<file path="config.mk">
export PLATFORM = sky130hd
export DESIGN_NAME = mesh_outport_arb_mux_flat
export DESIGN_NICKNAME = d
export VERILOG_FILES = /design/src/rtl/mesh_outport_arb_mux_pkg.sv /design/src/rtl/mesh_outport_arb_mux_if.sv /design/src/rtl/mesh_outport_arb_mux_rr_pick.sv /design/src/rtl/mesh_outport_arb_mux.sv /design/src/flat_wrapper.sv
export SDC_FILE = /design/constraint.sdc
export NUM_CORES = 1
export LEC_CHECK = 0
export CAP_MARGIN = 20
export CORE_AREA = 2 2 239 241
export CTS_CLUSTER_SIZE = 10
export DETAILED_ROUTE_END_ITERATION = 10
export DIE_AREA = 0 0 241 243
export GPL_TIMING_DRIVEN = 0
export SLEW_MARGIN = 15
export SYNTH_ARGS = -nofsm -noshare
export SYNTH_HDL_FRONTEND = slang
export SYNTH_SLANG_ARGS = --single-unit
export TNS_END_PERCENT = 20
</file>
<file path="constraint.sdc">
create_clock -name clk -period 5.79 [get_ports clk]
set_clock_uncertainty 0.1 [all_clocks]
set_input_delay 0.579 -clock clk [delete_from_list [all_inputs] [get_ports clk]]
set_output_delay 0.579 -clock clk [all_outputs]
set_load 0.01 [all_outputs]
</file>
<file path="src/rtl/mesh_outport_arb_mux_pkg.sv">
// Shared types and helpers for the mesh output-port arbiter.
package mesh_arb_pkg;

  typedef enum logic {
    IDLE,
    LOCKED
  } arb_state_t;

  // Pointer increment that wraps explicitly at p, so non-power-of-two P is safe.
  function automatic int unsigned rr_next(input int unsigned ptr, input int unsigned p);
    return (ptr + 1 >= p) ? 0 : ptr + 1;
  endfunction

endpackage

</file>
<file path="src/rtl/mesh_outport_arb_mux_if.sv">
// Flit bus between the input buffers, the output-port mux and the downstream link.
interface mesh_outport_arb_mux_if #(
  parameter int unsigned N = 64,
  parameter int unsigned P = 8,
  localparam int unsigned SW = $clog2(P)
);
  logic [P*N-1:0] i_data;
  logic [P-1:0]   i_valid;
  logic [P-1:0]   i_tail;
  logic [P-1:0]   o_ready;
  logic [N-1:0]   o_data;
  logic           o_valid;
  logic           o_tail;
  logic           i_ready;
  logic [SW-1:0]  o_sel;

  modport master (
    output i_data, i_valid, i_tail, i_ready,
    input  o_ready, o_data, o_valid, o_tail, o_sel
  );

  modport slave (
    input  i_data, i_valid, i_tail, i_ready,
    output o_ready, o_data, o_valid, o_tail, o_sel
  );
endinterface

</file>
<file path="src/rtl/mesh_outport_arb_mux_rr_pick.sv">
// Combinational round-robin picker: first set request at or after ptr, wrapping at P.
module rr_pick #(
  parameter int unsigned P = 8,
  localparam int unsigned SW = $clog2(P)
) (
  input  logic [P-1:0]  req_i,
  input  logic [SW-1:0] ptr_i,
  output logic [P-1:0]  gnt_o,
  output logic [SW-1:0] idx_o,
  output logic          any_o
);

  always_comb begin : pick
    int unsigned   base;
    int unsigned   k;
    logic [SW-1:0] kk;
    gnt_o = '0;
    idx_o = '0;
    any_o = 1'b0;
    k     = 0;
    kk    = '0;
    base  = (32'(ptr_i) < P) ? 32'(ptr_i) : 0;
    for (int unsigned i = 0; i < P; i++) begin
      k = base + i;
      if (k >= P) k = k - P;
      kk = SW'(k);
      if (!any_o && req_i[kk]) begin
        any_o     = 1'b1;
        idx_o     = kk;
        gnt_o[kk] = 1'b1;
      end
    end
  end

endmodule

</file>
<file path="src/rtl/mesh_outport_arb_mux.sv">
// P:1 flit mux for one router output port: round-robin grant, head-to-tail lock,
// valid/ready flow control and a registered output stage.
module mesh_outport_arb_mux
  import mesh_arb_pkg::*;
#(
  parameter int unsigned N = 64,
  parameter int unsigned P = 8,
  localparam int unsigned SW = $clog2(P)
) (
  input logic                  clk,
  input logic                  reset_n,
  mesh_outport_arb_mux_if.slave bus
);

  arb_state_t    state_q, state_d;
  logic [SW-1:0] ptr_q, ptr_d;
  logic [SW-1:0] lock_q, lock_d;
  logic [N-1:0]  data_q;
  logic          valid_q;
  logic          tail_q;

  logic          load;
  logic          acc;
  logic [SW-1:0] acc_idx;
  logic [SW-1:0] sel;
  logic [P-1:0]  ready;

  logic [P-1:0]  pick_gnt;
  logic [SW-1:0] pick_idx;
  logic          pick_any;

  rr_pick #(.P(P)) u_pick (
    .req_i (bus.i_valid),
    .ptr_i (ptr_q),
    .gnt_o (pick_gnt),
    .idx_o (pick_idx),
    .any_o (pick_any)
  );

  assign load = !valid_q || bus.i_ready;

  always_comb begin
    state_d = state_q;
    ptr_d   = ptr_q;
    lock_d  = lock_q;
    acc     = 1'b0;
    acc_idx = '0;
    sel     = '0;
    ready   = '0;
    unique case (state_q)
      IDLE: begin
        sel = pick_any ? pick_idx : ptr_q;
        if (pick_any && load) begin
          acc     = 1'b1;
          acc_idx = pick_idx;
          ready   = pick_gnt;
          if (bus.i_tail[pick_idx]) begin
            ptr_d = SW'(rr_next(32'(pick_idx), P));
          end else begin
            state_d = LOCKED;
            lock_d  = pick_idx;
          end
        end
      end
      LOCKED: begin
        sel = lock_q;
        if (bus.i_valid[lock_q] && load) begin
          acc            = 1'b1;
          acc_idx        = lock_q;
          ready[lock_q]  = 1'b1;
          if (bus.i_tail[lock_q]) begin
            state_d = IDLE;
            ptr_d   = SW'(rr_next(32'(lock_q), P));
          end
        end
      end
      default: state_d = IDLE;
    endcase
  end

  // Reset gates the combinational outputs so nothing is granted while held in reset.
  assign bus.o_ready = reset_n ? ready : '0;
  assign bus.o_sel   = reset_n ? sel : '0;
  assign bus.o_data  = data_q;
  assign bus.o_valid = valid_q;
  assign bus.o_tail  = tail_q;

  always_ff @(posedge clk or negedge reset_n) begin
    if (!reset_n) begin
      state_q <= IDLE;
      ptr_q   <= '0;
      lock_q  <= '0;
      data_q  <= '0;
      tail_q  <= 1'b0;
      valid_q <= 1'b0;
    end else begin
      state_q <= state_d;
      ptr_q   <= ptr_d;
      lock_q  <= lock_d;
      if (acc) begin
        data_q  <= bus.i_data[32'(acc_idx)*N +: N];
        tail_q  <= bus.i_tail[acc_idx];
        valid_q <= 1'b1;
      end else if (bus.i_ready) begin
        valid_q <= 1'b0;
      end
    end
  end

endmodule

</file>
<file path="src/flat_wrapper.sv">
// flat-port wrapper written by rule: the top's interface ports become plain ports
module mesh_outport_arb_mux_flat import mesh_arb_pkg::*;
#(
  parameter int unsigned N = 64,
  parameter int unsigned P = 8,
  localparam int unsigned SW = $clog2(P)
)
  (clk, reset_n, bus_i_data, bus_i_valid, bus_i_tail, bus_i_ready, bus_o_ready, bus_o_data, bus_o_valid, bus_o_tail, bus_o_sel);
  mesh_outport_arb_mux_if #(.N(N), .P(P)) bus_i ();
  input logic clk;
  input logic reset_n;
  input wire logic [$bits(bus_i.i_data)-1:0] bus_i_data;
  input wire logic [$bits(bus_i.i_valid)-1:0] bus_i_valid;
  input wire logic [$bits(bus_i.i_tail)-1:0] bus_i_tail;
  input wire logic [$bits(bus_i.i_ready)-1:0] bus_i_ready;
  output wire logic [$bits(bus_i.o_ready)-1:0] bus_o_ready;
  output wire logic [$bits(bus_i.o_data)-1:0] bus_o_data;
  output wire logic [$bits(bus_i.o_valid)-1:0] bus_o_valid;
  output wire logic [$bits(bus_i.o_tail)-1:0] bus_o_tail;
  output wire logic [$bits(bus_i.o_sel)-1:0] bus_o_sel;
  assign bus_i.i_data = bus_i_data;
  assign bus_i.i_valid = bus_i_valid;
  assign bus_i.i_tail = bus_i_tail;
  assign bus_i.i_ready = bus_i_ready;
  assign bus_o_ready = bus_i.o_ready;
  assign bus_o_data = bus_i.o_data;
  assign bus_o_valid = bus_i.o_valid;
  assign bus_o_tail = bus_i.o_tail;
  assign bus_o_sel = bus_i.o_sel;
  mesh_outport_arb_mux #(.N(N), .P(P)) u_core (.clk(clk), .reset_n(reset_n), .bus(bus_i));
endmodule
</file>
Word-level counts from Yosys, hierarchy flattened
Index checks and enable logic that the tools add are counted.

storage, ports and cells
  register bits = 73
  bits of input ports = 531
  word-level logic and storage cells = 198

cells by class
  $add $sub $neg = 17
  order comparisons = 30
  eq/ne operators = 4
  shift operators = 1
  multiplexer cells = 101
  bitwise logic cells = 9
  reductions and logical operators = 30

operators by type and width
  operator                                                           number
  variable part select 512 x 10 -> 64 bit                            1
  2-to-1 mux 8 bit                                                   11
  2-to-1 mux 3 bit                                                   26
  OR 8 bit                                                           7
  less-than comparator 3 x 4 -> 1 bit, second input constant         11
  2-to-1 mux 1 bit                                                   37
  binary-select mux 1 bit (select 3 bit)                             12
  greater-or-equal comparator 4 bit, second input constant           9
  demux 1 bit (select 3 bit)                                         9
  greater-or-equal comparator 3 x 1 -> 1 bit, second input constant  9
  subtractor 3 x 1 -> 3 bit, second input constant                   8
  logical AND 1 bit                                                  18
  case mux 3 bit (2 select lines)                                    3
  adder 3 x 3 -> 4 bit, second input constant                        4
  case mux 8 bit (2 select lines)                                    1
  adder 3 x 1 -> 4 bit, second input constant                        3
  adder 3 x 2 -> 4 bit, second input constant                        2
  logical NOT 1 bit                                                  8
  greater-or-equal comparator 3 x 4 -> 1 bit, second input constant  1
  inequality test 2 x 1 -> 1 bit, second input constant              2
  inequality test 2 bit, second input constant                       2
  case mux 1 bit (2 select lines)                                    2
  AND reduction 4 bit                                                1
  AND reduction 3 bit                                                1
  3 further kinds                                                    4

Depth between registers and ports, before layout
Gate-level depths: netlist of the first run.

  word-level depth = 32
  gate-level depth with buffers = 18
  depth with buffers taken out = 14

Hierarchy
Synthesis of the first run repeated with hierarchy kept, for this count alone.

unflattened totals
  cell total of the unflattened synthesis = 1131
  area total of the unflattened synthesis = 8469.4 um2

by module, submodules not included
  module                times used  cells each  area an instance (um2)  seq. area each (um2)
  mesh_outport_arb_mux  1           989         7285.7                  1826.8
  rr_pick               1           142         1183.6                  0.0

Worst setup path after synthesis of the first run
No wires, ideal clock.

  path kind = register to register
  start = register u_core.ptr_q[0]
  end = register u_core.ptr_q[0]
  library setup time = 128 ps
  data arrival time = 4100 ps
  data required time = 5562 ps
  slack = 1462 ps
  stages on the path, launching flop included = 17
  path buffers = 4
  clock period less this slack = 4328 ps
  cell sequence = dfrtp_1 > buf_6 > inv_1 > buf_1 > ha_1 > buf_2 > inv_2 > mux4_2 > o32a_1 > buf_4 > nor4_4 > o21a_1 > o21ai_2 > and3_1 > o31a_1 > a32oi_4 > mux2_1

between the ends
  word-level cells in the longest chain between the ends = 32
  elaborated cells on any way between the ends = 89
  classes of those cells = add/sub (16); order compare (9); eq/ne (2); mux (46); reduce/logical (16)

RTL lines
  what                                                                           RTL line                    text
  from (decl)                                                                    mesh_outport_arb_mux.sv:16  logic [SW-1:0] ptr_q, ptr_d;
  from (signal assigned)                                                         mesh_outport_arb_mux.sv:98  ptr_q <= ptr_d;
  parallel branches: the longest is 32 deep, another holds adder 3 x 1 -> 4 bit  --

Several ways; the timed one is not identified. The select of a mux whose other input is x is not followed.
A chain may end at the register's enable or synchronous reset.

Final worst setup path of the first run
  start = register u_core.ptr_q[1]
  end = output bus_o_sel[2]

between the ends
  word-level cells in the longest chain between the ends = 29
  elaborated cells on any way between the ends = 80
  classes of those cells = add/sub (15); order compare (8); mux (43); reduce/logical (14)

RTL lines
  what                                                                           RTL line                    text
  parallel branches: the longest is 26 deep, another holds adder 3 x 1 -> 4 bit  --
  2-to-1 mux 3 bit (*)                                                           mesh_outport_arb_mux.sv:52  sel = pick_any ? pick_idx : ptr_q;
  case mux 3 bit (2 select lines) (*)                                            mesh_outport_arb_mux.sv:50  unique case (state_q)
  2-to-1 mux 3 bit (*)                                                           mesh_outport_arb_mux.sv:83  assign bus.o_sel = reset_n ? sel : '0;
  to (decl)                                                                      flat_wrapper.sv:20          output wire logic [$bits(bus_i.o_sel)-1:0] bus_o_sel;

Mark *: on every way between the ends. The select of a mux whose other input is x is not followed.

==> results.ini, run 1 <==
[outcome]
outcome = finished clean

[floorplanning]
die_w_um = 241
core_area_um2 = 56000
initial_utilization_pct = 16.0
rows = 87
die_height_um = 243
io_pins = 608
dieArea_um2 = 58600

[global_route]
grt_max_degree = 43
grt_overflow_total = 0
grt_pass1_wl_um = 81900
grtUsageTotal_pct = 19.8
antenna_found_initial = 8
grt_pass1_vias = 11500

[setup_path]
worstSetupStartpointType = register
critical_path_class = reg2out
required_ns = 5.11
critical_path.max_fanout = 10
crit_top_cell = buf_2
arrival_ns = 4.82
critical_path.startpoint = u_core.ptr_q[1]
path_cells = buf_2 > buf_4 > inv_1 > ha_1 > buf_2 > inv_2 > mux4_2 > o32ai_2 > nand3_1 > o211a_1 > or2_2 > clkbuf_1 > a31oi_1 > clkdlybuf4s50_1
r2r-start = u_core.ptr_q[1]
worst_path_max_delay_cell = clkdlybuf4s50_1
critPathMaxStageDelay_ns = 0.60
end_kind = output pin

[routing]
postRouteAntennaNets = 0
drt_iter0_drc = 701
via_per_inst = 4.61
drc = 0
wl_um = 60600
wire_per_inst_um = 24.6
num_vias = 11300
dr.pass1.iters = 6

[sta]
post-route-period-util_pct = 95.1
setup_viol = 0
slew_headroom_pct = 46.3
fmax_ghz = 0.182
period_minus_slack_ns = 5.50
drv_slew = 0
finalHoldViolations = 0
tightest_slew_ns = 0.806
rsz0062_at_grt = false
finalSetupTns_ns = 0

[logic_synthesis]
synth-edff-count = 0
seq_area_frac_synth_pct = 20.4
synth.ff_latch_count = 73
yosys.cell_types.count = 62
syn_area_um2 = 8970
syn-num-nets = 1620
async_flop_share_pct = 100
synth_cells = 1081
synth-main-ff-cell = dfrtp_1
syn_avg_cell_area_um2 = 8.30
yosysWarnings = 0

[final_layout]
layoutNonFillerInstCount = 2463
final_common_cell = clkdlybuf4s50_1
multi_input_area_um2 = 6720
final_cell_mix = clkdlybuf4s50_1, mux2i_1, nand2_1
nFillCells = 6105
final_nets = 2239
syn2layout_area_growth_pct = 82.2
design_area_um2 = 16400
seq_area_um2 = 1830
drive_above_1_share_pct = 6.75

[placement]
routabilityCongestion = 0.927
placed_cells = 2445
hpwl_um = 50700
port_buffers = 607
place_area_um2 = 16000

[clocking]
cts_max_level = 3
root_buffer = clkbuf_16
cts_buffer_depth = 2
clock_latency_ns = 0.37
cts_made_buffers = 9
cts_tree = done
clkSinkCount = 73
clkSlewWorstSetupHoldPaths_ns = 0.07

[power]
netSwitchingPower_w = 0.00555
ir_drop_mv = 0.212
pwr-share-clk_pct = 5.8
power_density_nw_per_um2 = 622
p_seq_share_pct = 9.7
combPwrFrac_pct = 84.5
p_int_w = 0.00461
p_sw_share_pct = 54.6
p_leak_nw = 7.35

[hold_path]
worstHoldPathType = in2async

[flow_run]
drv_cap = 0

==> registers in the layout (all words and copies together) (netlist names) <==
name,cells
u_core.bus.o_valid,1
u_core.ptr_q,3
u_core.state_q,1
u_core.lock_q,3
u_core.bus.o_tail,1
u_core.bus.o_data,64
==> cell usage after synthesis, types with 4 or more instances <==
cell type  number  share of area (%)
buf_1           5               0.21
mux2i_1       276                 31
o211ai_1        4               0.33
ha_1            8                1.1
o21ai_0        78                4.4
o21ai_1         5               0.28
buf_4          10               0.84
mux2_1          7               0.88
clkbuf_1       41                1.7
nor3_1         10               0.56
o32ai_1         4               0.39
mux2_4          4               0.67
a21oi_1        81                4.5
nand2_1       227                9.5
nor2_1         17               0.71
buf_2          30                1.7
a32oi_1         6               0.59
mux4_2         19                4.8
inv_1           7               0.29
nand2b_1        5               0.35
dfrtp_1        73                 20
a211o_1        66                6.4
nor2b_1         4               0.28
and2_1          8               0.56
nand3_1        20                1.1
nand4b_1        4               0.39
==> metrics by stage <==
| stage | total power (W) | setup WS, ns | utilization [%] | hold WS [ns] |
|---|---|---|---|---|
| 2_1_floorplan | 0.00623 | 1.46 | - | 0.183 |
| 3_3_place_gp | 0.00947 | -0.516 | 28.6 | 0.358 |
| 3_5_place_dp | 0.00957 | -0.420 | 28.6 | 0.361 |
| 4_1_cts | 0.0102 | 0.000960 | 29.2 | 0.0533 |
| 5_1_grt | 0.0108 | 0.0112 | 29.2 | 0.0829 |
| 6_report | 0.0102 | 0.286 | 29.2 | 0.0665 |
==> worst max-delay path, delay by kind of cell, from the launching register on <==
kind,cells,cell delay [ns]
muxes,1,0.55
and+or+nand+nor,2,0.46
buffers and inverters,7,1.81
adders and majority gates,1,0.30
DFF,1,0.44
AOI/OAI and AO/OA,3,0.87
==> cells by family after synthesis <==
group	share of synthesized area (%)
fa+ha+maj	1.12
mux	37.6
xor+xnor	0.293
compound gates	20.9
simple gates	14.4
buf+inv	5.23
flops	20.4
==> cell type report <==
class,count,share of cell area (%)
inverters,10,0.230
plain buffers,89,2.72
flip-flops and latches,73,11.2
multi-input cells,909,41.1
well taps,756,5.79
diodes,3,0.0459
repair buffers,608,37.3
clock buffers,11,1.48
clock inverters,4,0.176
==> path summary, 6_finish.rpt <==
check / endpoint / slack (ns) / cells after the start
max: bus_o_sel[2] / 0.29 / 14
min: u_core.bus.o_data[27] / 0.07 / 1
max reg2reg: u_core.bus.o_data[14] / 0.32 / 17
min reg2reg: u_core.bus.o_tail / 0.36 / 2
max in group asynchronous: u_core.ptr_q[0] / 4.83 / 2
min in group clk: u_core.bus.o_tail / 0.36 / 2
==> power by group through the flow <==
stage	sequential, W	combinational [W]	clock, W
global route	0.00102	0.00921	0.000626
CTS	0.000981	0.00861	0.000615
finish	0.000987	0.00859	0.000589
global placement	0.000982	0.00849	0
detailed placement	0.000989	0.00858	0
floorplan	0.00106	0.00518	0
==> metal layers <==
metal	routed length, µm	global-route usage, %	vias up
met3	4800	4.87	61
met4	1330	4.97	8
met1	24200	23.7	5498
met2	30300	35.3	538
met5	49	0	-
li1	-	-	5244
==> what timing repair did <==
action                                  4_1_cts  5_1_grt
gates resized for setup                       9       11
endpoints found under the setup margin       61       64
hold buffers                                  0        0
buffers inserted                              0        0
(Power assumes the default switching activity.)
==> run 2: changes to the inputs <==
==> constraint.sdc (replaced) <==
create_clock -name clk -period 4.55 [get_ports clk]
set_clock_uncertainty 0.1 [all_clocks]
set_input_delay 0.455 -clock clk [delete_from_list [all_inputs] [get_ports clk]]
set_output_delay 0.455 -clock clk [all_outputs]
set_load 0.01 [all_outputs]
==> results.ini, run 2 (synthesized netlist as in run 1, its figures left out) <==
[final_layout]
antenna_cells = 0
drive_above_1_share_pct = 12.5
largest_register_ffs = 64
syn2layout_area_growth_pct = 91.0
final_cell_mix = clkdlybuf4s50_1, mux2i_1, nand2_1
final_nets = 2266
final_common_cell = clkdlybuf4s50_1
final_util_pct = 30.6

[setup_path]
rr_endpoint = u_core.bus.o_data[6]
r2r_cells = 16
arrival_ns = 3.96
critical_path_class = reg2out
required_ns = 3.99
worstSetupStartpointType = register
reg2reg_slack_ns = 0.10
r2r-start = u_core.ptr_q[0]
end_kind = output pin
critical_path.max_fanout = 10

[floorplanning]
die_w_um = 241
io_pins = 608
dieArea_um2 = 58600
initial_utilization_pct = 16.0
core_area_um2 = 56000
die_height_um = 243
rows = 87

[global_route]
grt_pass1_vias = 11600
antenna_found_initial = 7
grt_overflow_total = 0
grt_pass1_wl_um = 82300
grt_max_degree = 43
grtUsageTotal_pct = 19.9

[clocking]
cts_max_level = 3
clock_latency_ns = 0.37
clkSlewWorstSetupHoldPaths_ns = 0.05
cts_buffer_depth = 2
clkSinkCount = 73
cts_made_buffers = 9
root_buffer = clkbuf_16
cts_tree = done

[power]
pwr-share-clk_pct = 5.3
netSwitchingPower_w = 0.00744
combPwrFrac_pct = 85.8
p_int_w = 0.00663
ir_drop_mv = 0.329
p_seq_share_pct = 8.9
power_density_nw_per_um2 = 821
p_leak_nw = 7.60
p_sw_share_pct = 52.8

[hold_path]
hold_end = u_core.bus.o_tail
holdPathStages = 2
hp-start = u_core.bus.o_tail
worstHoldPathType = reg2reg

[sta]
rsz0062_at_grt = true
drv_slew = 0
period_minus_slack_ns = 4.51
post-route-period-util_pct = 99.2
slew_headroom_pct = 43.6
finalSetupTns_ns = 0
tightest_slew_ns = 0.846
fmax_ghz = 0.222
finalHoldViolations = 0
setup_viol = 0

[routing]
postRouteAntennaNets = 0
via_per_inst = 4.64
wire_per_inst_um = 24.6
wl_um = 61200
drc = 0
dr.pass1.iters = 6
num_vias = 11500
drt_iter0_drc = 864

[placement]
routabilityCongestion = 0.927
port_buffers = 607
hpwl_um = 50700

[flow_run]
drv_cap = 0

[outcome]
outcome = finished clean

==> run 2: cell count changes in the layout (fill, tap and decap cells not counted), sizes merged <==
cell / delta
clkdlybuf4s50: -11
clkdlybuf4s15: +5
inv: -2
clkinvlp: +2
diode: -3
buf: +29
dlygate4sd3: +1
clkbuf: +3
==> run 2: final cells by class <==
cell class	count	area, µm²
Fill cell	6039	38800
Timing Repair Buffer	636	6290
Clock inverter	4	28.8
Buffer	88	674
Multi-Input combinational cell	909	7080
Clock buffer	11	243
Inverter	10	47.5
Sequential cell	73	1830
Tap cell	756	946
==> run 2: worst max-delay path by stage <==
stage / slack (ns) / startpoint / end
global placement: -1.76 / u_core.ptr_q[0] / u_core.bus.o_data[54]
CTS: -0.09 / u_core.ptr_q[1] / bus_o_sel[1]
finish: 0.04 / u_core.ptr_q[0] / bus_o_sel[2]
detailed placement: -1.66 / u_core.ptr_q[0] / u_core.bus.o_data[14]
global route: -0.10 / u_core.ptr_q[0] / bus_o_sel[2]
floorplan: 0.22 / u_core.ptr_q[0] / u_core.ptr_q[0]
==> run 2: power groups by stage <==
stage               Sequential (W)  Clock (W)  Combinational [W]
floorplan                  0.00134          0            0.00659
global placement           0.00125          0             0.0108
detailed placement         0.00126          0             0.0109
CTS                        0.00125   0.000783             0.0116
global route               0.00130   0.000796             0.0128
finish                     0.00126   0.000746             0.0121
==> run 2: through the flow <==
| stage | area, µm² | std cells | power, W | hold WS (ns) | worst slack [ns] |
|---|---|---|---|---|---|
| 2_1_floorplan | 8970 | 1081 | 0.00793 | 0.0594 | 0.222 |
| 3_3_place_gp | 16000 | 2444 | 0.0121 | 0.358 | -1.76 |
| 3_5_place_dp | 16000 | 2445 | 0.0122 | 0.361 | -1.66 |
| 4_1_cts | 16800 | 2469 | 0.0137 | 0.373 | -0.0942 |
| 5_1_grt | 17100 | 2487 | 0.0149 | 0.392 | -0.100 |
| 6_report | 17100 | 2487 | 0.0141 | 0.367 | 0.0357 |
==> run 2: repair_timing <==
| item | in CTS | in global routing |
|---|---|---|
| hold buffers | 1 | 0 |
| setup endpoints to repair | 84 | 78 |
| buffers inserted | 9 | 18 |
| gates resized for setup | 155 | 66 |
| pin swaps | 5 | 8 |
| hold endpoints to repair | 33 | 0 |
==> run 2: metal layers <==
layer / wire length, µm / global-route usage, % / vias up / part of all wire [%]
met1: 24500 / 23.9 / 5600 / 40
met3: 4680 / 4.66 / 55 / 7.6
met5: 36 / 0 / - / 0.059
met4: 1280 / 5.23 / 6 / 2.1
li1: - / - / 5294 / -
met2: 30700 / 35.2 / 589 / 50
==> run 2: worst max-delay path, cell delays in order, from the launching register on <==
cell	delay (ns)
dfrtp_1	0.38
buf_8	0.15
clkinvlp_4	0.11
buf_6	0.16
ha_1	0.30
buf_6	0.14
inv_4	0.11
mux4_2	0.53
buf_4	0.16
o32ai_4	0.18
nand3_1	0.12
o211a_1	0.27
or2_2	0.32
clkbuf_4	0.21
a31oi_4	0.20
clkdlybuf4s15_2	0.25
==> run 3: changes to the inputs <==
--- a/config.mk
+++ b/config.mk
@@ -11,6 +11,7 @@
 export DETAILED_ROUTE_END_ITERATION = 10
 export DIE_AREA = 0 0 241 243
 export GPL_TIMING_DRIVEN = 0
+export SKIP_LAST_GASP = 1
 export SLEW_MARGIN = 15
 export SYNTH_ARGS = -nofsm -noshare
 export SYNTH_HDL_FRONTEND = slang
==> results.ini, run 3 (synthesized netlist as in run 1, its figures left out) <==
[final_layout]
final_nets = 2283
final_cell_mix = clkdlybuf4s50_1, mux2i_1, nand2_1
nFillCells = 6029
syn2layout_area_growth_pct = 93.7
drive_above_1_share_pct = 13.8
final_common_cell = clkdlybuf4s50_1
seq_area_um2 = 1830
final_util_pct = 31.1
design_area_um2 = 17400
largest_register_ffs = 64
multi_input_area_um2 = 7150
antenna_cells = 0

[clocking]
clkSlewWorstSetupHoldPaths_ns = 0.07
cts_made_buffers = 9
cts_max_level = 3
root_buffer = clkbuf_16
clkSinkCount = 73
cts_buffer_depth = 2
clock_latency_ns = 0.37
cts_tree = done

[power]
p_seq_share_pct = 8.7
pwr-share-clk_pct = 5.2
p_leak_nw = 7.70
ir_drop_mv = 0.319
netSwitchingPower_w = 0.00756
power_density_nw_per_um2 = 831
p_int_w = 0.00688
p_sw_share_pct = 52.4
combPwrFrac_pct = 86.1
finalPower_w = 0.0144

[routing]
wl_met2_um = 31000
wire_per_inst_um = 24.8
via_per_inst = 4.65
drt_iter0_drc = 757
highest_layer = met5
wl_met3_um = 4640
wirelength_met1_um = 24900
drc = 0
dr.pass1.iters = 6
num_vias = 11600
wl_um = 62000
postRouteAntennaNets = 0

[hold_path]
worstHoldPathType = reg2reg

[global_route]
grt_overflow_total = 0
grt_pass1_wl_um = 82400
antenna_found_initial = 7
grt_max_degree = 43
grtUsageTotal_pct = 19.9
grt_pass1_vias = 11600

[placement]
port_buffers = 607
hpwl_um = 50700
routabilityCongestion = 0.927
pre_cts_ws_ns = -1.66
place_area_um2 = 16000

[floorplanning]
dieArea_um2 = 58600
die_w_um = 241
initial_utilization_pct = 16.0
rows = 87
io_pins = 608
die_height_um = 243
core_area_um2 = 56000

[sta]
rsz0062_at_grt = true
setup_slack_ns = 0.0725
fmax_ghz = 0.223
post-route-period-util_pct = 98.4
slew_headroom_pct = 41.7
setup_viol = 0
tightest_slew_ns = 0.875
period_minus_slack_ns = 4.48
finalHoldViolations = 0
drv_slew = 0

[setup_path]
end_kind = register
worstSetupStartpointType = register
required_ns = 4.72
critical_path_class = reg2reg
arrival_ns = 4.65
critical_path.max_fanout = 10

[outcome]
outcome = finished clean

[flow_run]
drv_cap = 0

-- run 3: cell types whose count changed in the layout (fill, tap and decap cells not counted), moves of 5 or more --
cell / change
buf_4: +17
clkbuf_2: +11
clkbuf_4: -5
clkdlybuf4s15_2: -5
mux2i_1: -7
-- run 3: final timing paths --
check | start | to | slack (ns) | depth (start not counted)
max in group asynchronous | reset_n | u_core.ptr_q[1] | 3.15 | 3
hold / removal | u_core.bus.o_tail | u_core.bus.o_tail | 0.37 | 2
hold reg to reg | u_core.bus.o_tail | u_core.bus.o_tail | 0.37 | 2
min in group asynchronous | reset_n | u_core.bus.o_data[27] | 0.50 | 2
setup / recovery | u_core.ptr_q[0] | u_core.bus.o_data[42] | 0.07 | 15
setup reg to reg | u_core.ptr_q[0] | u_core.bus.o_data[42] | 0.07 | 15
-- run 3: repair_timing --
action | in CTS | in global routing
hold buffers | 1 | 0
buffers inserted | 9 | 33
gates cloned | 0 | 2
resized for setup | 117 | 122
pin swaps | 5 | 15
setup endpoints to repair | 84 | 80
endpoints found under the hold margin | 33 | 0
-- run 3: area by class of cell --
class                      count  share of cell area (%)
multi-input combinational    909                    41.2
timing repair buffer         653                    37.1
sequential                    73                    10.5
tap                          756                    5.44
buffer                        88                    3.97
clock buffer                  11                    1.40
inverter                      10                   0.274
clock inverter                 4                   0.166
-- run 3: stage by stage --
stage          TNS [ns]  hold WS [ns]  instances
6_report              0         0.368       2504
5_1_grt           -2.14         0.392       2504
3_3_place_gp    -141.13         0.358       2444
4_1_cts           -5.10         0.373       2469
3_5_place_dp     -98.57         0.361       2445
2_1_floorplan         0        0.0594       1081
-- run 3: power groups by stage --
stage	Sequential, W	Clock [W]	Combinational (W)
2_1_floorplan	0.00134	0	0.00659
3_5_place_dp	0.00126	0	0.0109
5_1_grt	0.00130	0.000796	0.0132
4_1_cts	0.00125	0.000783	0.0115
6_report	0.00126	0.000745	0.0124
3_3_place_gp	0.00125	0	0.0108
-- run 3: worst max-delay path, cell delays in order (launching register included) --
cell        delay, ns
dfrtp_1          0.38
buf_8            0.14
clkinvlp_4       0.11
buf_8            0.14
ha_4             0.25
buf_8            0.12
mux4_2           0.63
o221a_1          0.27
o32a_1           0.18
o32ai_2          0.40
nand2_2          0.22
o211a_2          0.37
nand2_2          0.26
clkbuf_2         0.38
a21oi_1          0.15
a211o_1          0.25
-- run 3: layer usage --
layer  vias up  track usage [%]
met1      5655             23.9
met5         -                0
met3        58             4.69
met2       595             35.3
met4         6             5.23
li1       5335                -
